===== src/rtl/feeder_scheduler.sv =====
`default_nettype none
// feeder_scheduler -- issues chunk reads per query point, counts in-radius hits and
// emits one keep/remove decision per point with early stop.  Revision 1.0
module feeder_scheduler #(
  parameter int DISTANCE_MODULES = 32,
  parameter int ADDR_W           = 12,
  parameter int CNT_W            = 8,
  parameter int MAX_OUT          = 4
) (
  input  logic                        clock,
  input  logic                        reset,
  input  logic                        start,
  input  logic [ADDR_W-1:0]           num_points,
  input  logic [CNT_W-1:0]            min_neighbors,
  output logic                        busy,
  output logic                        done,
  output logic [ADDR_W-1:0]           point_idx,
  output logic                        chunk_valid,
  output logic [ADDR_W-1:0]           chunk_addr,
  input  logic                        hit_valid,
  input  logic [DISTANCE_MODULES-1:0] hit_vec,
  output logic                        result_valid,
  input  logic                        result_ready,
  output logic [ADDR_W-1:0]           result_idx,
  output logic                        result_keep,
  output logic                        overflow_err
);

  localparam int OW = $clog2(MAX_OUT + 1);
  localparam int PW = $clog2(DISTANCE_MODULES + 1);
  localparam int SW = ((CNT_W > PW) ? CNT_W : PW) + 1;
  localparam int IW = ADDR_W + 1;
  localparam logic [CNT_W-1:0] CNT_MAX = '1;

  typedef enum logic [1:0] {
    IDLE   = 2'd0,
    SCAN   = 2'd1,
    EMIT   = 2'd2,
    FINISH = 2'd3
  } state_t;

  state_t            state;
  logic [ADDR_W-1:0] np;
  logic [CNT_W-1:0]  mn;
  logic [IW-1:0]     nch;
  logic [IW-1:0]     k;
  logic [IW-1:0]     kr;
  logic [OW-1:0]     outstanding;
  logic [CNT_W-1:0]  count;
  logic              rst_d;

  logic [IW-1:0]     start_nch;
  logic [IW-1:0]     base;
  logic [IW-1:0]     lane;
  logic [PW-1:0]     pop;
  logic [SW-1:0]     sum;
  logic              hit_ok;
  logic              hit_take;
  logic [CNT_W-1:0]  count_nx;
  logic              stop_nx;
  logic [OW-1:0]     out_ret;
  logic [OW-1:0]     out_nx;
  logic              issue;

  assign start_nch = (IW'(num_points) + IW'(DISTANCE_MODULES - 1)) / IW'(DISTANCE_MODULES);

  // outstanding counts the chunk being presented this cycle, so a zero-latency
  // return in the same cycle is accounted against it.
  always_comb begin
    base = kr * IW'(DISTANCE_MODULES);
    pop  = '0;
    lane = '0;
    for (int l = 0; l < DISTANCE_MODULES; l++) begin
      lane = base + IW'(l);
      if (hit_vec[l] && (lane < IW'(np)) && (lane != IW'(point_idx)))
        pop = pop + PW'(1);
    end
    hit_ok   = hit_valid && !rst_d;
    hit_take = hit_ok && (outstanding != '0);
    sum      = SW'(count) + SW'(pop);
    count_nx = count;
    if (hit_take && (count < mn))
      count_nx = (sum > SW'(CNT_MAX)) ? CNT_MAX : sum[CNT_W-1:0];
    stop_nx  = (count_nx >= mn);
    out_ret  = outstanding - OW'(hit_take);
    issue    = (state == SCAN) && (k < nch) && (out_ret < OW'(MAX_OUT)) && !stop_nx;
    out_nx   = out_ret + OW'(issue);
  end

  always_ff @(posedge clock) begin
    if (reset) begin
      state        <= IDLE;
      np           <= '0;
      mn           <= '0;
      nch          <= '0;
      k            <= '0;
      kr           <= '0;
      outstanding  <= '0;
      count        <= '0;
      rst_d        <= 1'b1;
      busy         <= 1'b0;
      done         <= 1'b0;
      point_idx    <= '0;
      chunk_valid  <= 1'b0;
      chunk_addr   <= '0;
      result_valid <= 1'b0;
      result_idx   <= '0;
      result_keep  <= 1'b0;
      overflow_err <= 1'b0;
    end else begin
      rst_d       <= 1'b0;
      chunk_valid <= 1'b0;
      done        <= 1'b0;
      if (hit_ok && (outstanding == '0))
        overflow_err <= 1'b1;
      case (state)
        IDLE: begin
          if (start) begin
            busy        <= 1'b1;
            np          <= num_points;
            mn          <= min_neighbors;
            nch         <= start_nch;
            point_idx   <= '0;
            k           <= '0;
            kr          <= '0;
            outstanding <= '0;
            count       <= '0;
            if (num_points == '0) begin
              state <= FINISH;
            end else begin
              state <= SCAN;
              if (min_neighbors != '0) begin
                chunk_valid <= 1'b1;
                chunk_addr  <= '0;
                k           <= IW'(1);
                outstanding <= OW'(1);
              end
            end
          end
        end
        SCAN: begin
          count       <= count_nx;
          outstanding <= out_nx;
          if (hit_take)
            kr <= kr + IW'(1);
          if (issue) begin
            chunk_valid <= 1'b1;
            chunk_addr  <= ADDR_W'(k);
            k           <= k + IW'(1);
          end
          if ((out_nx == '0) && (stop_nx || (k == nch))) begin
            state        <= EMIT;
            result_valid <= 1'b1;
            result_idx   <= point_idx;
            result_keep  <= stop_nx;
          end
        end
        EMIT: begin
          if (result_ready) begin
            result_valid <= 1'b0;
            count        <= '0;
            k            <= '0;
            kr           <= '0;
            outstanding  <= '0;
            if (point_idx == (np - ADDR_W'(1))) begin
              state <= FINISH;
            end else begin
              point_idx <= point_idx + ADDR_W'(1);
              state     <= SCAN;
              if (mn != '0) begin
                chunk_valid <= 1'b1;
                chunk_addr  <= '0;
                k           <= IW'(1);
                outstanding <= OW'(1);
              end
            end
          end
        end
        FINISH: begin
          done  <= 1'b1;
          busy  <= 1'b0;
          state <= IDLE;
        end
        default: state <= IDLE;
      endcase
    end
  end

endmodule
`default_nettype wire


===== config.mk =====
export PLATFORM = sky130hd
export DESIGN_NAME = feeder_scheduler
export DESIGN_NICKNAME = d
export VERILOG_FILES = /design/src/rtl/feeder_scheduler.sv
export SDC_FILE = /design/constraint.sdc
export NUM_CORES = 1
export LEC_CHECK = 0
export CAP_MARGIN = 10
export CELL_PAD_IN_SITES_DETAIL_PLACEMENT = 0
export CELL_PAD_IN_SITES_GLOBAL_PLACEMENT = 1
export CORE_ASPECT_RATIO = 1.2
export CORE_UTILIZATION = 40
export CTS_CLUSTER_DIAMETER = 100
export DETAILED_ROUTE_END_ITERATION = 12
export PLACE_DENSITY_LB_ADDON = 0.1
export SLEW_MARGIN = 15
export SYNTH_ARGS = -nofsm -noshare
export SYNTH_HDL_FRONTEND = slang
export SYNTH_SLANG_ARGS = --single-unit

===== constraint.sdc =====
create_clock -name clock -period 27 [get_ports clock]
set_input_delay 5.4 -clock clock [delete_from_list [all_inputs] [get_ports clock]]
set_output_delay 5.4 -clock clock [all_outputs]
set_load 0.005 [all_outputs]

## Yosys cells after proc, flatten, opt, wreduce, memory -nomap -nowiden

Cells that the tools add are included.

| cells by class | value |
|---|---|
| add/subtract/negate cells | 70 |
| order comparisons | 37 |
| equality and inequality tests | 46 |
| multiplexer cells | 89 |
| reductions and logical operators | 96 |

Operators with widths:

| operator | count |
|---|---|
| $lt 13x12->1 | 32 |
| $ne 13x12->1 | 32 |
| $add 13x5->13 const B | 16 |
| $add 6x1->6 const B | 31 |
| $mux 6 | 31 |
| $mux 12 | 10 |
| $add 13x4->13 const B | 8 |
| $mux 13 | 6 |
| $pmux 13 s3 | 2 |
| $logic_and 1x1->1 | 72 |
| $add 13x3->13 const B | 4 |
| $add 13x1->13 const B | 3 |
| $pmux 12 s3 | 1 |
| $mux 8 | 4 |
| $add 13x2->13 const B | 2 |
| $pmux 12 s2 | 1 |
| $pmux 8 s3 | 1 |
| $mux 1 | 21 |
| $ne 2x2->1 const B | 8 |
| $reduce_bool 8->1 | 2 |
| $add 12x5->13 const B | 1 |
| $eq 13x8->1 | 1 |
| $lt 13x8->1 | 1 |
| $add 12x1->12 const B | 1 |
| other kinds (29) | 47 |

| storage, ports and cells | value |
|---|---|
| register bits after elaboration | 110 |
| input bits | 57 |
| logic and storage cells | 356 |

## Depth between registers and ports, before layout

Gate-level depths: netlist (run 1).

| depth | value |
|---|---|
| depth in word-level cells | 78 |
| depth in mapped cells | 130 |
| depth with buffers taken out | 126 |

## Least setup slack after synthesis (run 1)

Ideal clock, no wire load.

| path | value |
|---|---|
| kind | input to register |
| from | input port hit_vec[0] |
| to | register result_idx[10] |
| library setup time | 0.128 ns |
| arrival | 27.695 ns |
| slack | -0.822 ns |
| stages on the path | 116 |
| cell sequence | o2111a_1 ha_1 xor2_1 ha_1 nand2_1 o21ai_0 ha_1 nor2b_4 a21oi_4 ha_1 nand3_1 nand2_1 ha_1 mux2i_1 nor2_1 or2_1 ha_1 mux2_2 [... 80 more ...] a21o_1 a21oi_1 nor2b_1 o21ai_0 nand2b_1 a21oi_1 nor2b_1 o21ai_0 nand2b_1 a211o_1 nor2_1 ha_1 or4_1 inv_1 nand2_1 clkbuf_1 mux2i_1 nor2_1 |

| on the way | value |
|---|---|
| longest elaborated chain between the ends | 76 |

RTL lines:

| element | RTL line | source |
|---|---|---|
| from (decl) | 21 | `input logic [DISTANCE_MODULES-1:0] hit_vec,` |
| $logic_and 1x1->1 (*) (2 in series) | 75 | `if (hit_vec[l] && (lane < IW'(np)) && (lane != IW'(point_idx)))` |
| $mux 1 (*) | 75 |  |
| $add 6x1->6 | 76 | `pop = pop + PW'(1);` |
| $mux 6 (*) | 75 |  |
| $add 6x1->6 | 76 |  |
| $mux 6 (*) | 75 |  |
| $add 6x1->6 | 76 |  |
| $mux 6 (*) | 75 |  |
| [... 59 more ...] | - |  |
| $mux 8 (*) | 82 | `if (hit_take && (count < mn))` |
| $ge 8x8->1 (*) | 84 | `stop_nx = (count_nx >= mn);` |
| $logic_not 1->1 | 86 | `issue = (state == SCAN) && (k < nch) && (out_ret < OW'(MAX_OUT)) && !stop_nx;` |
| $logic_and 1x1->1 | 86 |  |
| $add 3x1->3 | 87 | `out_nx = out_ret + OW'(issue);` |
| $logic_not 3->1 | 151 | `if ((out_nx == '0) && (stop_nx \|\| (k == nch))) begin` |
| $logic_and 1x1->1 (*) | 151 |  |
| $reduce_and 2->1 (no line) (*) | - |  |
| to (signal assigned) | 154 | `result_idx <= point_idx;` |
| to (decl) | 24 | `output logic [ADDR_W-1:0] result_idx,` |

Mark *: on every way between the ends. The rest lies on a longest branch, timed or not.
A chain may end at the register's enable or synchronous reset.

## Worst setup path after layout (run 1)

| path | value |
|---|---|
| from | input port hit_vec[1] |
| to | register result_idx[9] |

| on the way | value |
|---|---|
| longest elaborated chain between the ends | 74 |

RTL lines:

| element | RTL line |
|---|---|
| $logic_and 1x1->1 (*) (2 in series) | 75 |
| $mux 6 (*) | 75 |
| $add 6x1->6 | 76 |
| $mux 6 (*) | 75 |
| $add 6x1->6 | 76 |
| $mux 6 (*) | 75 |
| $add 6x1->6 | 76 |
| $mux 6 (*) | 75 |
| [... 57 more ...] | - |
| $mux 8 (*) | 82 |
| $ge 8x8->1 (*) | 84 |
| $logic_not 1->1 | 86 |
| $logic_and 1x1->1 | 86 |
| $add 3x1->3 | 87 |
| $logic_not 3->1 | 151 |
| $logic_and 1x1->1 (*) | 151 |
| $reduce_and 2->1 (no line) (*) | - |

Marked as above.

==> results by group, run 1 <==
Global routing
  • Vias in the first global route: roughly 11000
  • Pin count of the biggest net entering global routing: 82
  • Total grt overflow: 0
  • Initial antenna violation count: 0
  • Gr usage total: approximately a quarter
  • First-pass GRT wire length: about 56000 µm

STA
  • Worst Tran Pin Value: 1.13 ns
  • Max-slew violations: 0
  • Period utilization: a little under 100%
  • Setup Viol. Count Final: 0
  • Fmax: 0.0384 GHz
  • Fin. Hold Viols: 0
  • Max transition margin: 23.9%
  • Final min period: 26.03 ns
  • Clock skew: slightly above 0.005 ns

Synthesis
  • Post-synth ARST share: 0%
  • Synth Register Bits: ~110
  • Net Count, Synth: between 1500 and 2000
  • Mapped cell area: 11600 µm²
  • Avg Inst Size Synth: 7.79 µm²
  • Main synth FF type: dfxtp_1
  • Largest family of logic cells by synthesized area: simple AND/OR/NAND/NOR gates
  • Number of distinct library cells after synthesis: 109
  • Cells after synthesis: 1487
  • Synth Warn #: 0
  • Register area share after synthesis: 18.1%
  • Post-Synth Adder-Cell Area: 9.12%
  • Compound-gate portion of the synthesized area: 19.4%
  • Mux cell area share after synthesis: 3.89%
  • Synth Area in XOR/XNOR: 16.7%
  • Post-synth EDFFs: 0
  • Post-synthesis simple-gate area fraction: 27.7%

Routing
  • Drt drc: 0
  • Iter 0 DRT Violations: 575
  • WL per Instance: 17.2 µm
  • Final ANT Viol Nets: 0
  • Vias: 11100
  • Routed WL: 34900 µm
  • Vias per inst: 5.47
  • First-pass iteration count of the detailed router: 4

Setup path
  • Most used cell, CP: ha_4
  • Critical path's largest stage delay: 0.61 ns
  • Crit start category: input port
  • Crit Path Class: in -> reg
  • Critical path arrival: between 20 and 30 ns
  • Worst Path Max Fanout: 8
  • CP max-delay cell: or4_4
  • Critical path required time: 27.21 ns
  • Crit path capture type: flop
  • Reg2Reg Depth: 119

Placed design
  • Area after DPL: between 10000 and 15000 µm²
  • IO Port Bufs: 98
  • RD Place Congestion: 0.880
  • HPWL after detailed placement: 27300 µm

Floorplan
  • Die Y: ~190 µm
  • Die X: 157 µm
  • Ports: 99
  • CORE AREA: 28200 µm²
  • Die ar.: 29600 µm²
  • Std-Cell Rows: 67
  • Initial core utilization: 41.1%

Final layout
  • Final Cell Area: 14500 µm²
  • Antenna fix cells: 0
  • Nets@finish: 1785
  • Layout area overhead: 25.1%
  • Fraction of layout cells with a size suffix above 1: around 18%

Clock tree
  • CTS tree: yes
  • CTS root buf: clkbuf_16
  • Clock latency on the worst-skew pair: 0.35 ns
  • Clock buffer depth: 2
  • Worst-path clk slew: 0.07 ns
  • CTS sink cnt: 105
  • CTS Buf Count: 9
  • H-tree depth: 3

Min path
  • Hold Crit Class: reg -> reg
  • Hold Path Stages: 2

Job
  • Max_cap viols: 0

Outcome
  • Outcome: finished, final reports clean
[worst paths after layout]
| path | startpoint | end | slack [ns] |
|---|---|---|---|
| max | hit_vec[1] | result_idx[9] | 0.97 |
| min | mn[3] | mn[3] | 0.46 |
| max reg2reg | point_idx[11] | result_idx[9] | 4.20 |
| min reg2reg | mn[3] | mn[3] | 0.46 |
[kinds of logic (layout without fill, tap and decap cells)]
family / after synthesis / count (layout)
AO/OA/AOI/OAI: 326 / 326
buffers and inverters: 141 / 302
XOR/XNOR: 166 / 166
multiplexers: 42 / 42
flip-flops: 105 / 105
adder cells (fa/ha/maj): 84 / 84
AND/OR/NAND/NOR: 623 / 624
[cell usage after synthesis (8+ instances only)]
cell type / count / share of area, %
a41oi_1: 8 / 0.60
o21ai_0: 54 / 2.3
mux2_2: 14 / 1.4
xnor3_2: 8 / 1.6
xnor2_2: 8 / 1.1
ha_1: 82 / 8.9
a31oi_1: 17 / 0.92
nand2_1: 152 / 4.9
xnor2_1: 75 / 5.7
nor2b_1: 19 / 1.0
o22ai_1: 8 / 0.43
xor2_1: 51 / 3.9
or3_1: 11 / 0.59
nor3_1: 38 / 1.6
nand2b_1: 30 / 1.6
inv_1: 78 / 2.5
nand3_1: 51 / 2.2
a21o_1: 9 / 0.58
nand4_1: 29 / 1.6
nor4_1: 10 / 0.54
a22oi_1: 8 / 0.52
and3_1: 31 / 1.7
and4_1: 10 / 0.76
o21a_1: 8 / 0.52
nor2_1: 161 / 5.2
dfxtp_1: 105 / 18
clkbuf_1: 36 / 1.2
xor2_2: 10 / 1.4
buf_2: 12 / 0.52
a21oi_1: 98 / 4.2
mux2i_1: 27 / 2.3
and2_1: 25 / 1.4
a211oi_1: 22 / 1.4
[sequential cells by signal, indices dropped and copies added (netlist names)]
signal / count
kr: 8
k: 13
state: 2
outstanding: 3
overflow_err: 1
count: 8
rst_d: 1
result_keep: 1
chunk_valid: 1
done: 1
nch: 8
result_valid: 1
result_idx: 12
busy: 1
np: 12
chunk_addr: 12
point_idx: 12
mn: 8
[placed cells by master (no fill, tap or decap), drive strengths merged, types with 30 or more instances in the layout]
master,instances
a21oi,101
nor3,41
clkdlybuf4s50,97
inv,79
dfxtp,105
nor2,163
and3,31
xor2,62
o21ai,59
nand2b,30
ha,82
buf,111
xnor2,88
nand2,154
nand3,53
a211oi,30
[area by class of cell]
class                   count  area (µm²)
fillers                  2818       13700
clock inverters             3        17.5
multi-input cells        1242        9530
clock buffers              12         246
flip-flops and latches    105        2100
well taps                 379         474
repair buffers            208        1810
inverters                  79         302
[worst max-delay path: cells and delay by family]
family	cells	cell delay, ns
AND/OR/NAND/NOR	28	3.53
XOR/XNOR	1	0.17
multiplexers	16	3.88
buffers and inverters	11	1.35
adder cells (fa/ha/maj)	32	8.12
AO/OA/AOI/OAI	28	3.69
[metrics by stage]
stage / setup slack, ns / hold slack (ns) / cells / utilization (%) / setup TNS, ns
6_report: 0.967 / 0.458 / 2028 / 51.4 / 0
5_1_grt: -0.0935 / 0.487 / 2028 / 51.4 / -1.05
4_1_cts: -0.00763 / 0.460 / 2020 / 49.8 / -0.00763
3_5_place_dp: -0.908 / 0.448 / 1992 / 48.1 / -19.88
3_3_place_gp: -0.408 / 0.444 / 1992 / 48.1 / -6.25
2_1_floorplan: 0.0161 / 0.436 / 1487 / - / 0
[routing by layer]
layer  up-vias  GRT usage [%]  routed length (µm)  share of wire (%)
li1       5637              -                   -                  -
met3        51           2.21                 908                2.6
met5         -              0                   0                  0
met2       175           40.9               17100                 49
met4         0           7.47                 929                2.7
met1      5224           30.3               16000                 46
[timing repair]
item,in CTS,in global routing
gates cloned,1,0
pin swaps,17,48
resized for setup,21,65
setup endpoints to repair,16,45
buffers inserted,12,8
hold buffers,0,0
Power of run 1 is not shown: default switching activity piles up to over one toggle a cycle in this logic, so the estimate is an artifact.
==> run 2, diff against run 1 <==
CORE_MARGIN = 3   (was unset)
==> run 2 against run 1 <==
Global-route usage decreased by 1.3 points. Final cell count increased by 0.59%. Largest cell class unchanged. Sequential share of layout area decreased by 0.071 points. Clock-buffer cell count decreased by 2. Via count increased by 0.24%. Clock skew increased by 0.0021 ns. Die area increased by 4.7%. Fmax decreased by 0.46%. Worst setup slack got worse by 0.12 ns. Highest routed layer unchanged.
==> results by group, run 2 (synthesis results as in run 1) <==
Min path
  • Worst Hold Endpoint: chunk_addr[9] (was mn[3])
  • Hold Path Stages: 1 (was 2)
  • Worst Hold Launch: chunk_addr[9] (was mn[3])
  • Hold Crit Class: reg -> reg (unchanged)

Setup path
  • Most used cell, CP: ha_4 (unchanged)
  • Crit start category: input port (unchanged)
  • RR Startpoint: np[9] (was point_idx[11])
  • Worst Path Max Fanout: 4 (was 8)
  • R2r endpoint: result_valid (was result_idx[9])
  • Crit path capture type: flop (unchanged)
  • FF-to-FF setup slack: 4.05 ns (was 4.20 ns)
  • Crit Path Class: in -> reg (unchanged)
  • CP max-delay cell: or4_4 (unchanged)
  • Critical path's largest stage delay: 0.59 ns (was 0.61 ns)
  • Reg2Reg Depth: 121 (was 119)
  • Critical path arrival: 26.36 ns (was 26.24 ns)
  • Critical path required time: 27.21 ns (about the same)

Global routing
  • Initial antenna violation count: 0 (unchanged)
  • Vias in the first global route: 10800 (was 10700)
  • First-pass GRT wire length: 56500 µm (was 55500 µm)
  • Pin count of the biggest net entering global routing: 82 (unchanged)
  • Gr usage total: 22.2% (was 23.5%)
  • Total grt overflow: 0 (unchanged)

Final layout
  • Fraction of layout cells with a size suffix above 1: 18.3% (was 17.9%)
  • Layout area overhead: 25.7% (was 25.1%)
  • Area taken by flip-flops and latches: 2100 µm² (unchanged)
  • Final cell count without fillers: 2040 (was 2028)
  • Antenna fix cells: 0 (unchanged)
  • Multi-input gate area: 9470 µm² (was 9530 µm²)
  • Nets@finish: 1796 (was 1785)
  • FILL cells: 2810 (was 2818)
  • Largest register FFs: 13 (unchanged)
  • Most frequent cells in the layout: 158 x nor2_1, 145 x nand2_1, 120 x buf_4 (was 159 x nor2_1, 146 x nand2_1, 109 x buf_4)
  • Reg with most FFs: k (unchanged)
  • Most common cell after layout, fill and taps aside: nor2_1 (unchanged)

Clock tree
  • Worst-path clk slew: 0.07 ns (about the same)
  • Clock latency on the worst-skew pair: 0.35 ns (about the same)
  • H-tree depth: 3 (unchanged)
  • CTS sink cnt: 105 (unchanged)
  • CTS root buf: clkbuf_16 (unchanged)
  • CTS Hold Bufs: 0 (unchanged)
  • Clock buffer depth: 2 (unchanged)
  • CTS Buf Count: 9 (unchanged)
  • CTS tree: yes (unchanged)

Floorplan
  • Die ar.: 31000 µm² (was 29600 µm²)
  • CORE AREA: 28300 µm² (was 28200 µm²)
  • Ports: 99 (unchanged)
  • Die X: 161 µm (was 157 µm)
  • Die Y: 192 µm (was 188 µm)
  • Std-Cell Rows: 67 (unchanged)
  • Initial core utilization: 41.0% (was 41.1%)

Routing
  • Final ANT Viol Nets: 0 (unchanged)
  • Max layer used: met4 (unchanged)
  • WL met1: 16100 µm (was 16000 µm)
  • WL per Instance: 17.3 µm (was 17.2 µm)
  • Routed WL: 35400 µm (was 34900 µm)
  • Iter 0 DRT Violations: 622 (was 575)
  • Vias: 11100 (about the same)
  • Vias per inst: 5.45 (was 5.47)
  • Drt drc: 0 (unchanged)
  • First-pass iteration count of the detailed router: 5 (was 4)
  • Routed wl met3: 1010 µm (was 908 µm)
  • DR WL met2: 17500 µm (was 17100 µm)

Placed design
  • RD Place Congestion: 0.881 (was 0.880)
  • IO Port Bufs: 98 (unchanged)
  • HPWL after detailed placement: 27500 µm (was 27300 µm)
  • Inst Count DP: 1986 (was 1992)

STA
  • Final min period: 26.15 ns (was 26.03 ns)
  • Period utilization: 96.9% (was 96.4%)
  • Hold_ws: 0.463 ns (was 0.458 ns)
  • Setup TNS: 0 ns (unchanged)
  • Clock skew: 0.00725 ns (was 0.00519 ns)
  • Fmax: 0.0382 GHz (was 0.0384 GHz)
  • Max-slew violations: 0 (unchanged)
  • Setup Viol. Count Final: 0 (unchanged)
  • Worst Tran Pin Value: 1.04 ns (was 1.13 ns)
  • Max transition margin: 30.9% (was 23.9%)
  • Fin. Hold Viols: 0 (unchanged)

Job
  • Max_cap viols: 0 (unchanged)

Outcome
  • Outcome: finished, final reports clean (unchanged)
## run 2: how the worst max path moves through the flow
stage / start / to / slack, ns / cells after the start
2_1_floorplan: hit_vec[0] / result_idx[10] / 0.02 / 116
3_3_place_gp: hit_vec[0] / result_valid / -0.40 / 117
3_5_place_dp: hit_vec[0] / result_idx[2] / -0.84 / 116
4_1_cts: hit_vec[0] / result_valid / 0.05 / 117
5_1_grt: hit_vec[3] / result_valid / -0.21 / 115
6_report: hit_vec[3] / result_valid / 0.85 / 115
## run 2: repair_timing
action / in CTS / in global routing
setup buffers: 24 / 14
pin swaps: 17 / 45
endpoints found under the setup margin: 16 / 45
cloned: 0 / 0
gates resized for setup: 17 / 66
## run 2: cell type report
type	count	area share, %
clock buffer	10	1.57
clock inverter	6	0.498
inverter	79	2.05
multi-input combinational	1241	65.0
sequential	105	14.4
tap	379	3.26
timing repair buffer	220	13.2
## run 2: critical path: cells and delay by family
kind | cells | cell delay [ns]
AOI/OAI and AO/OA | 29 | 3.89
xor gates and xnor gates | 1 | 0.11
adders and majority gates | 30 | 7.85
buffers and inverters | 10 | 1.56
muxes | 14 | 3.64
and+or+nand+nor | 31 | 3.87
## run 2: routing by layer
| metal | up-vias | GRT usage [%] |
|---|---|---|
| met1 | 5238 | 28.6 |
| met4 | 0 | 6.52 |
| met2 | 192 | 39.9 |
| met3 | 43 | 1.61 |
| met5 | - | 0 |
| li1 | 5641 | - |
## run 2: metrics by stage
stage               util, %  area [µm²]  setup slack, ns
CTS                    49.8       14100           0.0487
finish                 51.5       14600            0.848
global placement       47.8       13500           -0.403
global route           51.5       14600           -0.206
detailed placement     47.8       13500           -0.836
floorplan                 -       11700           0.0161
Power of run 2 is left out for the same reason.
